$ cat src/rtl/memory_access_if.sv
// Execute-to-memory handshake, data-memory port and writeback bundle for memory_access.
interface memory_access_if;
  localparam int unsigned XLEN = 32;
  localparam int unsigned RW   = 5;

  logic            ex_valid;
  logic            ex_ready;
  logic            ex_memread;
  logic            ex_memwrite;
  logic [2:0]      ex_funct3;
  logic [XLEN-1:0] ex_addr;
  logic [XLEN-1:0] ex_wdata;
  logic [XLEN-1:0] ex_result;
  logic [RW-1:0]   ex_rd_s;
  logic            ex_regf_we;
  logic [XLEN-1:0] dmem_addr;
  logic [3:0]      dmem_rmask;
  logic [3:0]      dmem_wmask;
  logic [XLEN-1:0] dmem_wdata;
  logic [XLEN-1:0] dmem_rdata;
  logic            dmem_resp;
  logic            wb_valid;
  logic [RW-1:0]   wb_rd_s;
  logic            wb_regf_we;
  logic [XLEN-1:0] wb_rd_v;
  logic            misalign;

  modport slave (
    input  ex_valid, ex_memread, ex_memwrite, ex_funct3, ex_addr, ex_wdata,
           ex_result, ex_rd_s, ex_regf_we, dmem_rdata, dmem_resp,
    output ex_ready, dmem_addr, dmem_rmask, dmem_wmask, dmem_wdata,
           wb_valid, wb_rd_s, wb_regf_we, wb_rd_v, misalign
  );

  modport master (
    output ex_valid, ex_memread, ex_memwrite, ex_funct3, ex_addr, ex_wdata,
           ex_result, ex_rd_s, ex_regf_we, dmem_rdata, dmem_resp,
    input  ex_ready, dmem_addr, dmem_rmask, dmem_wmask, dmem_wdata,
           wb_valid, wb_rd_s, wb_regf_we, wb_rd_v, misalign
  );
endinterface

$ cat src/rtl/memory_access.sv
// Memory stage: issues one aligned data-memory access at a time, realigns load data
// and retires every accepted instruction to writeback as a single-cycle pulse.
module memory_access (
  input  logic            clk,
  input  logic            rst,
  memory_access_if.slave  bus
);
  localparam int unsigned XLEN = 32;
  localparam int unsigned RW   = 5;

  typedef enum logic {S_IDLE, S_WAIT} state_e;

  state_e          state_q, state_d;
  logic            ready_q, ready_d;
  logic [XLEN-1:0] addr_q, addr_d;
  logic [XLEN-1:0] wdata_q, wdata_d;
  logic [3:0]      rmask_q, rmask_d;
  logic [3:0]      wmask_q, wmask_d;
  logic [2:0]      funct3_q, funct3_d;
  logic [1:0]      off_q, off_d;
  logic            load_q, load_d;
  logic [RW-1:0]   rd_q, rd_d;
  logic            we_q, we_d;
  logic            wb_valid_q, wb_valid_d;
  logic [RW-1:0]   wb_rd_s_q, wb_rd_s_d;
  logic            wb_we_q, wb_we_d;
  logic [XLEN-1:0] wb_rd_v_q, wb_rd_v_d;
  logic            misalign_q, misalign_d;

  logic            is_mem;
  logic            misal;
  logic            illegal;
  logic [3:0]      mask_base;
  logic [3:0]      mask;
  logic [XLEN-1:0] shifted;
  logic [XLEN-1:0] load_val;

  // Decode of the incoming access and realignment of the returning load data.
  always_comb begin
    is_mem = bus.ex_memread | bus.ex_memwrite;
    case (bus.ex_funct3[1:0])
      2'b00:   begin mask_base = 4'b0001; misal = 1'b0;            end
      2'b01:   begin mask_base = 4'b0011; misal = bus.ex_addr[0];  end
      default: begin mask_base = 4'b1111; misal = |bus.ex_addr[1:0]; end
    endcase
    illegal = misal || (bus.ex_funct3 == 3'b011) || (bus.ex_funct3[2:1] == 2'b11);
    mask    = 4'(mask_base << bus.ex_addr[1:0]);
    shifted = bus.dmem_rdata >> {off_q, 3'b000};
    case (funct3_q[1:0])
      2'b00:   load_val = {{24{~funct3_q[2] & shifted[7]}},  shifted[7:0]};
      2'b01:   load_val = {{16{~funct3_q[2] & shifted[15]}}, shifted[15:0]};
      default: load_val = shifted;
    endcase
  end

  // Next-state and registered-output logic.
  always_comb begin
    state_d    = state_q;
    addr_d     = addr_q;
    wdata_d    = wdata_q;
    rmask_d    = rmask_q;
    wmask_d    = wmask_q;
    funct3_d   = funct3_q;
    off_d      = off_q;
    load_d     = load_q;
    rd_d       = rd_q;
    we_d       = we_q;
    wb_valid_d = 1'b0;
    wb_rd_s_d  = '0;
    wb_we_d    = 1'b0;
    wb_rd_v_d  = '0;
    misalign_d = 1'b0;
    case (state_q)
      S_IDLE: begin
        if (bus.ex_valid) begin
          if (!is_mem) begin
            wb_valid_d = 1'b1;
            wb_rd_s_d  = bus.ex_rd_s;
            wb_we_d    = bus.ex_regf_we && (bus.ex_rd_s != '0);
            wb_rd_v_d  = bus.ex_result;
          end else if (illegal) begin
            wb_valid_d = 1'b1;
            misalign_d = 1'b1;
          end else begin
            state_d  = S_WAIT;
            addr_d   = {bus.ex_addr[XLEN-1:2], 2'b00};
            off_d    = bus.ex_addr[1:0];
            funct3_d = bus.ex_funct3;
            load_d   = ~bus.ex_memwrite;
            rd_d     = bus.ex_rd_s;
            we_d     = bus.ex_regf_we;
            wdata_d  = bus.ex_wdata << {bus.ex_addr[1:0], 3'b000};
            rmask_d  = bus.ex_memwrite ? 4'b0000 : mask;
            wmask_d  = bus.ex_memwrite ? mask : 4'b0000;
          end
        end
      end
      S_WAIT: begin
        if (bus.dmem_resp) begin
          state_d    = S_IDLE;
          addr_d     = '0;
          wdata_d    = '0;
          rmask_d    = '0;
          wmask_d    = '0;
          wb_valid_d = 1'b1;
          if (load_q) begin
            wb_rd_s_d = rd_q;
            wb_we_d   = we_q && (rd_q != '0);
            wb_rd_v_d = load_val;
          end
        end
      end
      default: state_d = S_IDLE;
    endcase
    ready_d = (state_d == S_IDLE);
  end

  always_ff @(posedge clk) begin
    if (!rst) begin
      state_q    <= S_IDLE;
      ready_q    <= 1'b1;
      addr_q     <= '0;
      wdata_q    <= '0;
      rmask_q    <= '0;
      wmask_q    <= '0;
      funct3_q   <= '0;
      off_q      <= '0;
      load_q     <= 1'b0;
      rd_q       <= '0;
      we_q       <= 1'b0;
      wb_valid_q <= 1'b0;
      wb_rd_s_q  <= '0;
      wb_we_q    <= 1'b0;
      wb_rd_v_q  <= '0;
      misalign_q <= 1'b0;
    end else begin
      state_q    <= state_d;
      ready_q    <= ready_d;
      addr_q     <= addr_d;
      wdata_q    <= wdata_d;
      rmask_q    <= rmask_d;
      wmask_q    <= wmask_d;
      funct3_q   <= funct3_d;
      off_q      <= off_d;
      load_q     <= load_d;
      rd_q       <= rd_d;
      we_q       <= we_d;
      wb_valid_q <= wb_valid_d;
      wb_rd_s_q  <= wb_rd_s_d;
      wb_we_q    <= wb_we_d;
      wb_rd_v_q  <= wb_rd_v_d;
      misalign_q <= misalign_d;
    end
  end

  assign bus.ex_ready   = ready_q;
  assign bus.dmem_addr  = addr_q;
  assign bus.dmem_rmask = rmask_q;
  assign bus.dmem_wmask = wmask_q;
  assign bus.dmem_wdata = wdata_q;
  assign bus.wb_valid   = wb_valid_q;
  assign bus.wb_rd_s    = wb_rd_s_q;
  assign bus.wb_regf_we = wb_we_q;
  assign bus.wb_rd_v    = wb_rd_v_q;
  assign bus.misalign   = misalign_q;
endmodule

$ cat src/flat_wrapper.sv
// flat-port wrapper written by rule: the top's interface ports become plain ports
module memory_access_flat 
  (clk, rst, bus_ex_valid, bus_ex_memread, bus_ex_memwrite, bus_ex_funct3, bus_ex_addr, bus_ex_wdata, bus_ex_result, bus_ex_rd_s, bus_ex_regf_we, bus_dmem_rdata, bus_dmem_resp, bus_ex_ready, bus_dmem_addr, bus_dmem_rmask, bus_dmem_wmask, bus_dmem_wdata, bus_wb_valid, bus_wb_rd_s, bus_wb_regf_we, bus_wb_rd_v, bus_misalign);
  memory_access_if bus_i ();
  input  logic clk;
  input  logic rst;
  input wire logic [$bits(bus_i.ex_valid)-1:0] bus_ex_valid;
  input wire logic [$bits(bus_i.ex_memread)-1:0] bus_ex_memread;
  input wire logic [$bits(bus_i.ex_memwrite)-1:0] bus_ex_memwrite;
  input wire logic [$bits(bus_i.ex_funct3)-1:0] bus_ex_funct3;
  input wire logic [$bits(bus_i.ex_addr)-1:0] bus_ex_addr;
  input wire logic [$bits(bus_i.ex_wdata)-1:0] bus_ex_wdata;
  input wire logic [$bits(bus_i.ex_result)-1:0] bus_ex_result;
  input wire logic [$bits(bus_i.ex_rd_s)-1:0] bus_ex_rd_s;
  input wire logic [$bits(bus_i.ex_regf_we)-1:0] bus_ex_regf_we;
  input wire logic [$bits(bus_i.dmem_rdata)-1:0] bus_dmem_rdata;
  input wire logic [$bits(bus_i.dmem_resp)-1:0] bus_dmem_resp;
  output wire logic [$bits(bus_i.ex_ready)-1:0] bus_ex_ready;
  output wire logic [$bits(bus_i.dmem_addr)-1:0] bus_dmem_addr;
  output wire logic [$bits(bus_i.dmem_rmask)-1:0] bus_dmem_rmask;
  output wire logic [$bits(bus_i.dmem_wmask)-1:0] bus_dmem_wmask;
  output wire logic [$bits(bus_i.dmem_wdata)-1:0] bus_dmem_wdata;
  output wire logic [$bits(bus_i.wb_valid)-1:0] bus_wb_valid;
  output wire logic [$bits(bus_i.wb_rd_s)-1:0] bus_wb_rd_s;
  output wire logic [$bits(bus_i.wb_regf_we)-1:0] bus_wb_regf_we;
  output wire logic [$bits(bus_i.wb_rd_v)-1:0] bus_wb_rd_v;
  output wire logic [$bits(bus_i.misalign)-1:0] bus_misalign;
  assign bus_i.ex_valid = bus_ex_valid;
  assign bus_i.ex_memread = bus_ex_memread;
  assign bus_i.ex_memwrite = bus_ex_memwrite;
  assign bus_i.ex_funct3 = bus_ex_funct3;
  assign bus_i.ex_addr = bus_ex_addr;
  assign bus_i.ex_wdata = bus_ex_wdata;
  assign bus_i.ex_result = bus_ex_result;
  assign bus_i.ex_rd_s = bus_ex_rd_s;
  assign bus_i.ex_regf_we = bus_ex_regf_we;
  assign bus_i.dmem_rdata = bus_dmem_rdata;
  assign bus_i.dmem_resp = bus_dmem_resp;
  assign bus_ex_ready = bus_i.ex_ready;
  assign bus_dmem_addr = bus_i.dmem_addr;
  assign bus_dmem_rmask = bus_i.dmem_rmask;
  assign bus_dmem_wmask = bus_i.dmem_wmask;
  assign bus_dmem_wdata = bus_i.dmem_wdata;
  assign bus_wb_valid = bus_i.wb_valid;
  assign bus_wb_rd_s = bus_i.wb_rd_s;
  assign bus_wb_regf_we = bus_i.wb_regf_we;
  assign bus_wb_rd_v = bus_i.wb_rd_v;
  assign bus_misalign = bus_i.misalign;
  memory_access u_core (.clk(clk), .rst(rst), .bus(bus_i));
endmodule
$ cat config.mk
export PLATFORM = sky130hd
export DESIGN_NAME = memory_access_flat
export DESIGN_NICKNAME = d
export VERILOG_FILES = /design/src/rtl/memory_access_if.sv /design/src/rtl/memory_access.sv /design/src/flat_wrapper.sv
export SDC_FILE = /design/constraint.sdc
export NUM_CORES = 1
export LEC_CHECK = 0
export CAP_MARGIN = 15
export CORE_MARGIN = 10
export CORE_UTILIZATION = 42
export CTS_BUF_LIST = sky130_fd_sc_hd__clkbuf_4
export DETAILED_ROUTE_END_ITERATION = 8
export GPL_TIMING_DRIVEN = 0
export PLACE_DENSITY = 0.82
export REMOVE_ABC_BUFFERS = 1
export SLEW_MARGIN = 0
export SYNTH_ARGS = -nofsm -noshare
export SYNTH_HDL_FRONTEND = slang
export SYNTH_SLANG_ARGS = --single-unit
$ cat constraint.sdc
create_clock -name clk -period 2.1 [get_ports clk]
set_input_delay 0.42 -clock clk [delete_from_list [all_inputs] [get_ports clk]]
set_output_delay 0.42 -clock clk [all_outputs]
set_load 0.1 [all_outputs]
==> flow_summary.ini, run 1 <==
[placed_design]
dp_hpwl_mm = 15.6
io_buffers = 253
globalplace.congestion = 0.896
dp.cells = 972

[global_routing]
grt_usage_pct = 23.3
grt_overflow = 0
grt_pass1_wl_mm = 32.9
antenna_found_initial = 2
grt_max_degree = 91
grt_pass1_vias = 5888

[logic_synthesis]
synth_xor_area_share_pct = 0
syn_avg_cell_area_um2 = 9.06
synth-seq-cells = 124
synth-adder-area-share_pct = 0
synth_warnings = 0
synth_top_family_by_area = compound AO/OA/AOI/OAI gates
ys_seq_area_share_pct = 46.0
synth_compound_area_share_pct = 20.0
yosysUniqueCellTypes = 42
synthArstFlopShare_pct = 0
synthMuxAreaShare_pct = 11.1
synth_edf_count = 0
syn_area_mm2 = 0.00540
ys.flop_type = dfxtp_1
yosys.area_share.simple_pct = 17.9
postSynthCellCount = 596

[worst_setup_path]
crit_fanout = 23
cp_data_required_time_ns = 2.50
cp_data_arrival_time_ns = 2.47
path_cells = clkdlybuf4s15_2 > nor4_4 > o221ai_4 > and3_4 > a22o_1
endpoint_kind = register
path_delay_family = simple AND/OR/NAND/NOR gates
cp.buffers_inverters = 1
critical-path-slowest-cell = nor4_4
crit_type = in -> reg
worst_setup_path_start_kind = input pin
critPathMaxStageDelay_ns = 0.60

[min_path]
hp-class = in -> reg

[timing]
fin_skew_ns = 0.0138
final-setup-viol-count = 0
maxSlewViolCount = 0
layout_min_cycle_time_ns = 2.06
period_share_pct = 98.3
hold_violations = 0
max_slew.worst_pin.slew_ns = 0.777
max_freq_mhz = 485
rsz0062_at_grt = true
relSlewSlack_pct = 48.2

[drt]
drt_first_pass_iters = 5
totalWireLength_mm = 21.7
viasPerCell = 5.59
detail-route-antenna-nets = 0
wl_per_cell_um = 21.5
vias = 5656
drt_iter0_drc = 324
route.detailed.drc = 0

[finish]
utilization_pct = 67.6
area_growth_pct = 58.0
fin_cells = 1011
fin_nets = 968
drive_above_1_share_pct = 23.3

[power_and_ir_drop]
peakVddDrop_uv = 585
cellPowerDensity_mw_per_mm2 = 610
leakagePower_nw = 2.97

[outcome]
outcome = complete, no violations

[clocking]
numCtsBuffers = 17
clock_latency_ns = 0.52
clockRootBuffer = clkbuf_4
cts_tree = yes
path_clk_slew_ns = 0.10
clockBufferDepth = 2
htree_levels = 4
numClockSinks = 124

[die]
start_util_pct = 42.8
core_area_mm2 = 0.0126
die_h_um = 133
boundaryPins = 256
dieArea_mm2 = 0.0178
die_w_um = 133
num_rows = 41

[flow_run]
maxCapViolCount = 0
==> sequential cells by signal, indices dropped and copies added (netlist names), 2 cells and up <==
| signal | flops |
|---|---|
| u_core.bus.dmem_addr | 30 |
| u_core.bus.dmem_rmask | 4 |
| u_core.bus.dmem_wdata | 32 |
| u_core.bus.dmem_wmask | 4 |
| u_core.bus.wb_rd_s | 5 |
| u_core.bus.wb_rd_v | 32 |
| u_core.funct3_q | 3 |
| u_core.off_q | 2 |
| u_core.rd_q | 5 |
==> cell usage after synthesis (3+ instances only) <==
cell      instances  area (um^2)
o21ai_0          28          140
a21oi_1          72          360
clkbuf_1         37          139
o21ai_1           5         25.0
nand3b_1         16          120
mux2_2           16          180
o211ai_1         13         97.6
buf_6             3         33.8
nand2_1          78          293
buf_2            13         65.1
a221o_1           8         80.1
and3_1            3         18.8
a22o_1           18          158
a22oi_1          21          158
mux2i_1          24          240
dfxtp_1         124         2480
mux4_2            8          180
nor3_1            5         25.0
nor2_1           19         71.3
nand3_1          56          280
==> stage by stage <==
stage               power [mW]  setup slack (ns)  hold slack, ns  TNS, ns  instance area [um^2]
floorplan                 3.30            -0.618           0.437   -23.20                  5150
global placement          3.84             -3.68           0.443  -311.78                  7900
detailed placement        3.88             -1.46           0.461  -114.82                  8010
CTS                       5.22            0.0151           0.360        0                  8480
global route              5.41           -0.0107           0.336  -0.0170                  8530
finish                    5.20            0.0367           0.372        0                  8530
==> cell type report <==
cell class,instances,area [um^2]
tap,172,215
sequential,124,2490
fill,1006,4090
clock buffer,21,158
multi-input combinational,416,2760
inverter,4,22.5
antenna,1,2.50
timing repair buffer,262,2830
clock inverter,11,53.8
==> where the power goes <==
part | total (mW) | internal (mW) | leakage, nW | switching, mW
Combinational | 1.37 | 0.496 | 1.84 | 0.873
Sequential | 2.48 | 2.43 | 1.01 | 0.0543
Clock | 1.35 | 0.491 | 0.120 | 0.859
==> per-layer routing <==
layer  track usage (%)  vias to the layer above  wire length (um)
met3              13.5                       30              3050
li1                  -                     2633                 -
met1              25.3                     2692              8370
met2              36.8                      299              9870
met5                 0                        -                13
met4              8.65                        2               438
==> worst paths after layout <==
kind	startpoint	endpoint	slack, ns	cells past startpoint
max	bus_ex_addr[1]	u_core.bus.dmem_wdata[7]	0.04	5
min	rst	u_core.bus.ex_ready	0.37	2
max reg2reg	u_core.off_q[1]	u_core.bus.wb_rd_v[27]	0.04	4
min reg2reg	u_core.bus.dmem_wmask[3]	u_core.bus.dmem_wmask[3]	0.47	2
==> timing repair <==
item	CTS	global route
pin swaps	4	2
endpoints found under the setup margin	219	40
buffers inserted	4	0
gates cloned	1	1
resized for setup	349	10
hold buffers	0	0
==> cells by family (layout without fill, tap and decap cells) <==
family,Yosys count,count (layout)
AOI/OAI and AO/OA,171,173
and+or+nand+nor,193,193
other,1,3
DFF,124,124
buffers and inverters,59,298
muxes,48,48
==> placed cells by master, fill, tap and decap left out, drive strengths merged, types with 2 or more instances in the layout <==
master,n
clkdlybuf4s15,112
dlymetal6s2s,2
buf,10
o221ai,2
mux4,8
o32ai,2
conb,2
nand2,78
a221o,8
o21ai,33
clkbuf,21
clkinv,10
nor4,2
a21oi,72
inv,3
or4,2
mux2,16
and3,4
or2,2
nor3,6
nor2b,2
nand3b,16
mux2i,24
o221a,2
nor2,19
nor3b,2
clkinvlp,2
a22oi,21
dfxtp,124
nand3,56
o211ai,13
a22o,18
clkdlybuf4s50,138
Note: power is estimated with default switching activity, not from simulation.
==> run 2, diff against run 1 <==
- CORE_MARGIN: 10 -> 4
- CTS_CLUSTER_DIAMETER: default -> 100
==> run 2 against run 1 <==
Against the previous run:
- via count grew 1.4%
- register-to-register slack gained 0.08 ns
- worst setup slack gained 0.0045 ns
- clock power grew 10%
- sequential share of layout area grew 0.13 points
- clock skew is essentially flat
- combinational power is essentially flat
- hold slack lost 0.020 ns
- core utilization shrank 0.23 points
- first-iteration DRC count grew 66%
- die area shrank 17%
- count of clock-buffer cells in the layout is the same
- critical path type unchanged
- critical endpoint is now u_core.bus.dmem_wdata[6]
- highest routed layer is now met4
==> flow_summary.ini, run 2 (synthesis gave the netlist of run 1 again) <==
[outcome]
outcome = complete, no violations

[worst_setup_path]
rr_worst_depth = 4
cp_data_required_time_ns = 2.53
rrSetupSlack_ns = 0.12
critical-path-slowest-cell = clkdlybuf4s50_1
crit_type = in -> reg
worst_setup_path_start_kind = input pin
cp_data_arrival_time_ns = 2.49
worstReg2RegEnd = u_core.bus.wb_rd_v[25]
path_delay_family = compound AO/OA/AOI/OAI gates
endpoint_kind = register
path_cells = clkdlybuf4s50_1 > a21oi_2 > o221ai_4 > and3_2 > a22o_1
cp.buffers_inverters = 1
reg2reg_from = u_core.off_q[1]
critPathMaxStageDelay_ns = 0.54
crit_fanout = 18

[timing]
holdWs_ns = 0.352
max_freq_mhz = 486
rsz0062_at_grt = false
maxSlewViolCount = 0
hold_violations = 0
fin_skew_ns = 0.0141
layout_min_cycle_time_ns = 2.06
relSlewSlack_pct = 49.3
final-setup-viol-count = 0
max_slew.worst_pin.slew_ns = 0.760
period_share_pct = 98.0

[power_and_ir_drop]
peakVddDrop_uv = 467
cellPowerDensity_mw_per_mm2 = 626
leakagePower_nw = 2.98

[finish]
drive_above_1_share_pct = 23.3
nFillCells = 972
mostFrequentLayoutCells = 138 x clkdlybuf4s50_1, 122 x dfxtp_1, 112 x clkdlybuf4s15_2
fin_nets = 968
final_common_cell = clkdlybuf4s50_1
ff_latch_area_mm2 = 0.00249
area_growth_pct = 57.5
utilization_pct = 67.4
multi_input_area_mm2 = 0.00273

[min_path]
holdPathStages = 2
hp-class = in -> reg
min_to = u_core.bus.ex_ready
min_from = rst

[clocking]
numCtsBuffers = 17
clock_latency_ns = 0.54
path_clk_slew_ns = 0.11
clockBufferDepth = 2
clockRootBuffer = clkbuf_4
htree_levels = 4
cts_tree = yes
ctsHoldBuffers = 0
numClockSinks = 124

[die]
dieArea_mm2 = 0.0147
boundaryPins = 256
core_area_mm2 = 0.0126
die_w_um = 121
num_rows = 41
die_h_um = 121
start_util_pct = 42.8

[drt]
totalWireLength_mm = 19.7
vias = 5737
detail-route-antenna-nets = 0
viasPerCell = 5.67
drt_first_pass_iters = 6
drt_iter0_drc = 537
wl_per_cell_um = 19.4
route.detailed.drc = 0

[global_routing]
antenna_found_initial = 1
grt_pass1_vias = 5688
grt_usage_pct = 25.6
grt_pass1_wl_mm = 29.5
grt_max_degree = 91
grt_overflow = 0

[placed_design]
globalplace.congestion = 0.884
dp_hpwl_mm = 13.6
io_buffers = 253

[flow_run]
maxCapViolCount = 0
[run 2: cell types whose count changed in the layout (fill, tap and decap cells not counted), sizes merged]
cell,change
bufinv,+1
buf,+1
o221a,-1
clkinvlp,-1
[run 2: power breakdown]
part	internal (mW)	leakage, nW	switching, mW
sequential	2.42	1.01	0.0509
clock	0.612	0.137	0.877
combinational	0.489	1.83	0.865
[run 2: stage by stage]
stage                     area [um^2]  total power, mW  std cells  setup slack (ns)  setup TNS [ns]
after floorplan                  5150             3.30        542            -0.618          -23.20
after global placement           7900             3.84        967             -3.67         -314.48
after global routing             8500             5.52       1011           0.00740               0
final                            8500             5.32       1011            0.0412               0
after CTS                        8430             5.34       1005            0.0158               0
after detailed placement         7980             3.87        971             -1.44         -108.48
[run 2: timing repair]
action / CTS / global route
resized for setup: 348 / 7
pin swaps: 2 / 1
endpoints found under the setup margin: 219 / 40
cloned: 1 / 0
setup buffers: 1 / 5
[run 2: cell type report]
type | count | share of cell area, %
tap | 172 | 2.53
clock inverter | 11 | 0.913
multi-input combinational | 415 | 32.1
timing repair buffer | 263 | 33.0
inverter | 4 | 0.265
sequential | 124 | 29.3
antenna | 1 | 0.0294
clock buffer | 21 | 1.85
[run 2: worst max path at each step]
stage                           from  slack [ns]  depth (start not counted)                       end
floorplan           bus_ex_funct3[0]       -0.62                          4  u_core.bus.dmem_rmask[0]
global placement      bus_ex_addr[0]       -3.67                          5  u_core.bus.dmem_rmask[0]
detailed placement    bus_ex_addr[1]       -1.44                          5  u_core.bus.dmem_wdata[7]
CTS                   bus_ex_addr[1]        0.02                          5  u_core.bus.dmem_wdata[6]
global route        bus_ex_funct3[0]       0.007                          5  u_core.bus.dmem_wdata[6]
finish              bus_ex_funct3[0]        0.04                          5  u_core.bus.dmem_wdata[6]
[run 2: worst register-to-register path, delay by kind of cell (launching register included)]
kind,cells,cell delay [ns]
compound gates,1,0.30
flops,1,0.50
mux,1,0.58
simple gates,2,0.47
[run 2: metal layers]
metal / wire, um / global-route usage [%]
met5: 0 / 0
met1: 6960 / 27.4
met3: 2760 / 13.5
met4: 592 / 11.1
met2: 9330 / 42.0
